`config.mk`:
```
export PLATFORM = sky130hd
export DESIGN_NAME = regfile_writeback
export DESIGN_NICKNAME = d
export VERILOG_FILES = /design/src/rtl/regfile_writeback.sv
export SDC_FILE = /design/constraint.sdc
export NUM_CORES = 1
export LEC_CHECK = 0
export CAP_MARGIN = 20
export CORE_AREA = 10 10 78 129
export DETAILED_ROUTE_END_ITERATION = 6
export DIE_AREA = 0 0 88 139
export HOLD_SLACK_MARGIN = 0.12
export PLACE_DENSITY = 0.89
export SLEW_MARGIN = 30
export SYNTH_ARGS = -nofsm -noshare
export SYNTH_HDL_FRONTEND = slang
export SYNTH_SLANG_ARGS = --single-unit
```
`constraint.sdc`:
```
create_clock -name clk -period 4.3 [get_ports clk]
set_clock_uncertainty 0.15 [all_clocks]
set_input_delay 0.86 -clock clk [delete_from_list [all_inputs] [get_ports clk]]
set_output_delay 0.86 -clock clk [all_outputs]
set_load 0.02 [all_outputs]
```
`src/rtl/regfile_writeback.sv`:
```
// Writeback stage: arbitrates ALU and load results into the register file write port.
// Optional bypass to the read channels is enabled by defining WB_FORWARD_EN.
module regfile_writeback #(
  parameter int STARVE_LIMIT = 4
) (
  input  logic        clk,
  input  logic        rst,
  input  logic        alu_valid,
  output logic        alu_ready,
  input  logic [4:0]  alu_rd,
  input  logic [31:0] alu_result,
  input  logic        ld_valid,
  output logic        ld_ready,
  input  logic [4:0]  ld_rd,
  input  logic [2:0]  ld_funct3,
  input  logic [1:0]  ld_addr_lsb,
  input  logic [31:0] ld_word,
  output logic        ld_err,
  output logic        wr_ena,
  output logic [4:0]  wr_addr,
  output logic [31:0] wr_data,
  input  logic [4:0]  rd_addr0,
  input  logic [4:0]  rd_addr1,
  output logic        fwd_hit0,
  output logic        fwd_hit1,
  output logic [31:0] fwd_data0,
  output logic [31:0] fwd_data1
);

  localparam logic [2:0] LIMIT = 3'(STARVE_LIMIT);

  logic [2:0]  cnt_q, cnt_d;
  logic        wr_ena_q, wr_ena_d;
  logic [4:0]  wr_addr_q, wr_addr_d;
  logic [31:0] wr_data_q, wr_data_d;
  logic        ld_err_q, ld_err_d;

  logic        alu_pri, alu_acc, ld_acc, ld_bad;
  logic [7:0]  ld_byte;
  logic [15:0] ld_half;
  logic [31:0] ld_ext;

  assign alu_pri   = (cnt_q == LIMIT);
  assign ld_ready  = !rst && !(alu_pri && alu_valid);
  assign alu_ready = !rst && (!ld_valid || alu_pri);
  assign alu_acc   = alu_valid && alu_ready;
  assign ld_acc    = ld_valid && ld_ready;

  assign ld_byte = ld_word[{ld_addr_lsb, 3'b000} +: 8];
  assign ld_half = ld_addr_lsb[1] ? ld_word[31:16] : ld_word[15:0];

  always_comb begin
    ld_ext = ld_word;
    ld_bad = 1'b0;
    case (ld_funct3)
      3'b000: ld_ext = {{24{ld_byte[7]}}, ld_byte};
      3'b001: begin
        ld_ext = {{16{ld_half[15]}}, ld_half};
        ld_bad = ld_addr_lsb[0];
      end
      3'b010: ld_bad = (ld_addr_lsb != 2'b00);
      3'b100: ld_ext = {24'd0, ld_byte};
      3'b101: begin
        ld_ext = {16'd0, ld_half};
        ld_bad = ld_addr_lsb[0];
      end
      default: ld_bad = 1'b1;
    endcase
  end

  // Next-state: at most one channel accepted; x0 and faulting loads never write.
  always_comb begin
    cnt_d     = cnt_q;
    wr_ena_d  = 1'b0;
    wr_addr_d = wr_addr_q;
    wr_data_d = wr_data_q;
    ld_err_d  = 1'b0;
    if (!alu_valid || alu_acc) begin
      cnt_d = 3'd0;
    end else if (cnt_q < LIMIT) begin
      cnt_d = cnt_q + 3'd1;
    end
    if (alu_acc) begin
      wr_ena_d  = (alu_rd != 5'd0);
      wr_addr_d = alu_rd;
      wr_data_d = alu_result;
    end else if (ld_acc) begin
      wr_ena_d  = !ld_bad && (ld_rd != 5'd0);
      wr_addr_d = ld_rd;
      wr_data_d = ld_ext;
      ld_err_d  = ld_bad;
    end
  end

  always_ff @(posedge clk) begin
    if (rst) begin
      cnt_q     <= 3'd0;
      wr_ena_q  <= 1'b0;
      wr_addr_q <= 5'd0;
      wr_data_q <= 32'd0;
      ld_err_q  <= 1'b0;
    end else begin
      cnt_q     <= cnt_d;
      wr_ena_q  <= wr_ena_d;
      wr_addr_q <= wr_addr_d;
      wr_data_q <= wr_data_d;
      ld_err_q  <= ld_err_d;
    end
  end

  assign wr_ena  = wr_ena_q;
  assign wr_addr = wr_addr_q;
  assign wr_data = wr_data_q;
  assign ld_err  = ld_err_q;

`ifdef WB_FORWARD_EN
  assign fwd_hit0  = wr_ena_q && (wr_addr_q != 5'd0) && (rd_addr0 == wr_addr_q);
  assign fwd_hit1  = wr_ena_q && (wr_addr_q != 5'd0) && (rd_addr1 == wr_addr_q);
  assign fwd_data0 = wr_data_q;
  assign fwd_data1 = wr_data_q;
`else
  logic unused_rd;
  assign unused_rd = ^{rd_addr0, rd_addr1};
  assign fwd_hit0  = 1'b0;
  assign fwd_hit1  = 1'b0;
  assign fwd_data0 = 32'd0;
  assign fwd_data1 = 32'd0;
`endif

endmodule

```
==> results.json <==
{
  "area_growth_pct": 37.0,
  "crit_required_ps": 3290,
  "hp-class": "flip-flop to flip-flop",
  "ys.flop_type": "dfxtp_1",
  "dp_hpwl_microns": 9170,
  "layout_commonest_cell": "clkdlybuf4s50_1",
  "min_from": "wr_addr[2]",
  "antenna_found_initial": 1,
  "cp_slowest_cell": "clkdlybuf4s50_1",
  "cts_resized": 0,
  "ys_seq_elements": 42,
  "wire_per_inst_microns": 20.9,
  "maxSlewHeadroom": 0.473,
  "fin_hold_ws_ps": 347,
  "finalWeightedCongestion": 0.908,
  "grt_pass1_wl_microns": 17600,
  "crit_start": "ld_valid",
  "fin_nets": 559,
  "rsz0062_at_grt": "no",
  "grt_use_total": 0.182,
  "status": "finished clean",
  "die_area_sq_um": 12200,
  "endpoint_kind": "primary output",
  "cts_setup_buffers": 0,
  "ff2ff_path_depth": 6,
  "hold_depth": 2,
  "mostFrequentLayoutCells": "clkdlybuf4s50_1, conb_1, dfxtp_1",
  "clockBufferDepth": 2,
  "crit_fanout": 4,
  "io_pins": 200,
  "critPathMaxStageDelay_ps": 620,
  "core-area_sq_um": 7910,
  "overflow": 0,
  "post-route-min-period_ps": 3380,
  "multi_input_area_sq_um": 1820,
  "tritoncts": "yes",
  "cap_violations": 0,
  "hold_violations": 0,
  "seqCellArea_sq_um": 841,
  "tightest_slew_ps": 788,
  "worstReg2RegStart": "cnt_q[0]",
  "num_vias": 3061,
  "netlist_top_cells_area": "dfxtp_1, buf_4, a22oi_1",
  "p_leak_nw": 1.61,
  "postRouteAntennaNets": 0,
  "netlist_instances": 359,
  "yosysUniqueCellTypes": 53,
  "setup_tns_ps": 0,
  "clock_latency_ps": 280,
  "grt_pass1_vias": 3252,
  "yosysWarnings": 0,
  "syn_area_sq_um": 3070,
  "layout-drive-gt1-share": 0.0774,
  "avgSynthCellArea_sq_um": 8.55,
  "finish.utilization": 0.532,
  "synth_top_area_share": 0.274,
  "synth-edff-count": 0,
  "drt_iter0_markers": 161,
  "die_x_microns": 88,
  "critical_path_class": "input pin to primary output",
  "yosysSeqAreaShare": 0.274,
  "cts_hold_buffers": 0,
  "dp_worst_setup_slack_ps": 917,
  "yosysTopAreaCell": "dfxtp_1",
  "worstPathCellList": "clkdlybuf4s50_1, a21bo_1, nor2b_1, clkdlybuf4s50_1",
  "clk_pin_slew_ps": 60,
  "grt_max_degree": 35,
  "cpMostUsedCell": "clkdlybuf4s50_1",
  "dr.pass1.iters": 4,
  "fmax_mhz": 296,
  "wl_microns": 11600,
  "fillers": 738,
  "peakVddDrop_mv": 0.214,
  "power_per_cell_area_nw_per_um2": 287,
  "period_share": 0.785,
  "async_flop_share": 0,
  "setup-violations-final": 0,
  "die_h_microns": 139,
  "h-tree-depth": 2,
  "vias_per_cell": 5.51,
  "setup_slack_ps": 923,
  "drc": 0,
  "crit_path_start_kind": "input pin",
  "port_buffers": 123,
  "placement_rows": 43,
  "clock-sinks": 42,
  "crit_arrival_ps": 2370,
  "slew_viol_final": 0,
  "cts_made_buffers": 5,
  "cts-root-buf": "clkbuf_16",
  "start_util": 0.388
}
==> worst paths after layout <==
kind         slack, ps     endpoint
max                920    alu_ready
max reg2reg       1930  wr_data[24]
min                350   wr_addr[2]
min reg2reg        350   wr_addr[2]
==> synth_stat cells, drive strengths merged (2+ instances only) <==
cell type / n
dfxtp: 42
nor4: 4
a21boi: 3
or3: 7
nand3: 2
o32ai: 6
mux2: 6
a221oi: 14
ha: 2
o22ai: 4
a311oi: 6
inv: 5
o21ai: 3
clkbuf: 11
and2: 2
nand2: 8
a2111oi: 9
a21oi: 14
nand2b: 5
a211oi: 23
a22oi: 22
nor2b: 6
nor2: 40
or4: 2
mux2i: 3
a22o: 8
a31oi: 2
buf: 84
o211ai: 2
==> worst max-delay path: cells and delay by family <==
kind,cells,cell delay [ps]
AO/OA/AOI/OAI,1,270
buffers and inverters,2,1090
AND/OR/NAND/NOR,1,150
==> flip-flops by register name, indices dropped and copies added, names as in the netlist <==
name,count
ld_err,1
wr_addr,5
wr_data,32
wr_ena,1
cnt_q,3
==> report_power, final <==
| part | switching (mW) | leakage (nW) | internal (mW) |
|---|---|---|---|
| registers | 0.0150 | 0.347 | 0.416 |
| clock network | 0.157 | 0.0729 | 0.230 |
| logic | 0.218 | 1.19 | 0.171 |
| total | 0.391 | 1.61 | 0.817 |
==> metal layers <==
layer	global-route usage	part of all wire	vias to the layer above
met4	0.0953	0.038	0
met1	0.190	0.35	1444
met5	0	0	-
met3	0.0459	0.10	25
met2	0.318	0.51	164
li1	-	-	1428
==> cell type report <==
class | instances | area share
Multi-Input combinational cell | 282 | 0.432
Timing Repair Buffer | 128 | 0.300
Sequential cell | 42 | 0.200
Clock buffer | 6 | 0.0330
Tap cell | 90 | 0.0268
Inverter | 5 | 0.00446
Clock inverter | 2 | 0.00297
Antenna cell | 1 | 0.000595
==> metrics by stage <==
step	instance area [sq um]	total power, mW	instances
floorplan	3310	0.700	424
global placement	4050	0.820	547
detailed placement	4050	0.826	547
CTS	4210	1.22	555
global route	4210	1.26	556
finish	4210	1.21	556
==> cell families after synthesis <==
| family | share of synthesized area |
|---|---|
| other | 0.00122 |
| muxes | 0.0318 |
| adders and majority gates | 0.00815 |
| buffers and inverters | 0.214 |
| DFF | 0.274 |
| and+or+nand+nor | 0.137 |
| AOI/OAI and AO/OA | 0.334 |
Power figures use the tool's default switching activity.
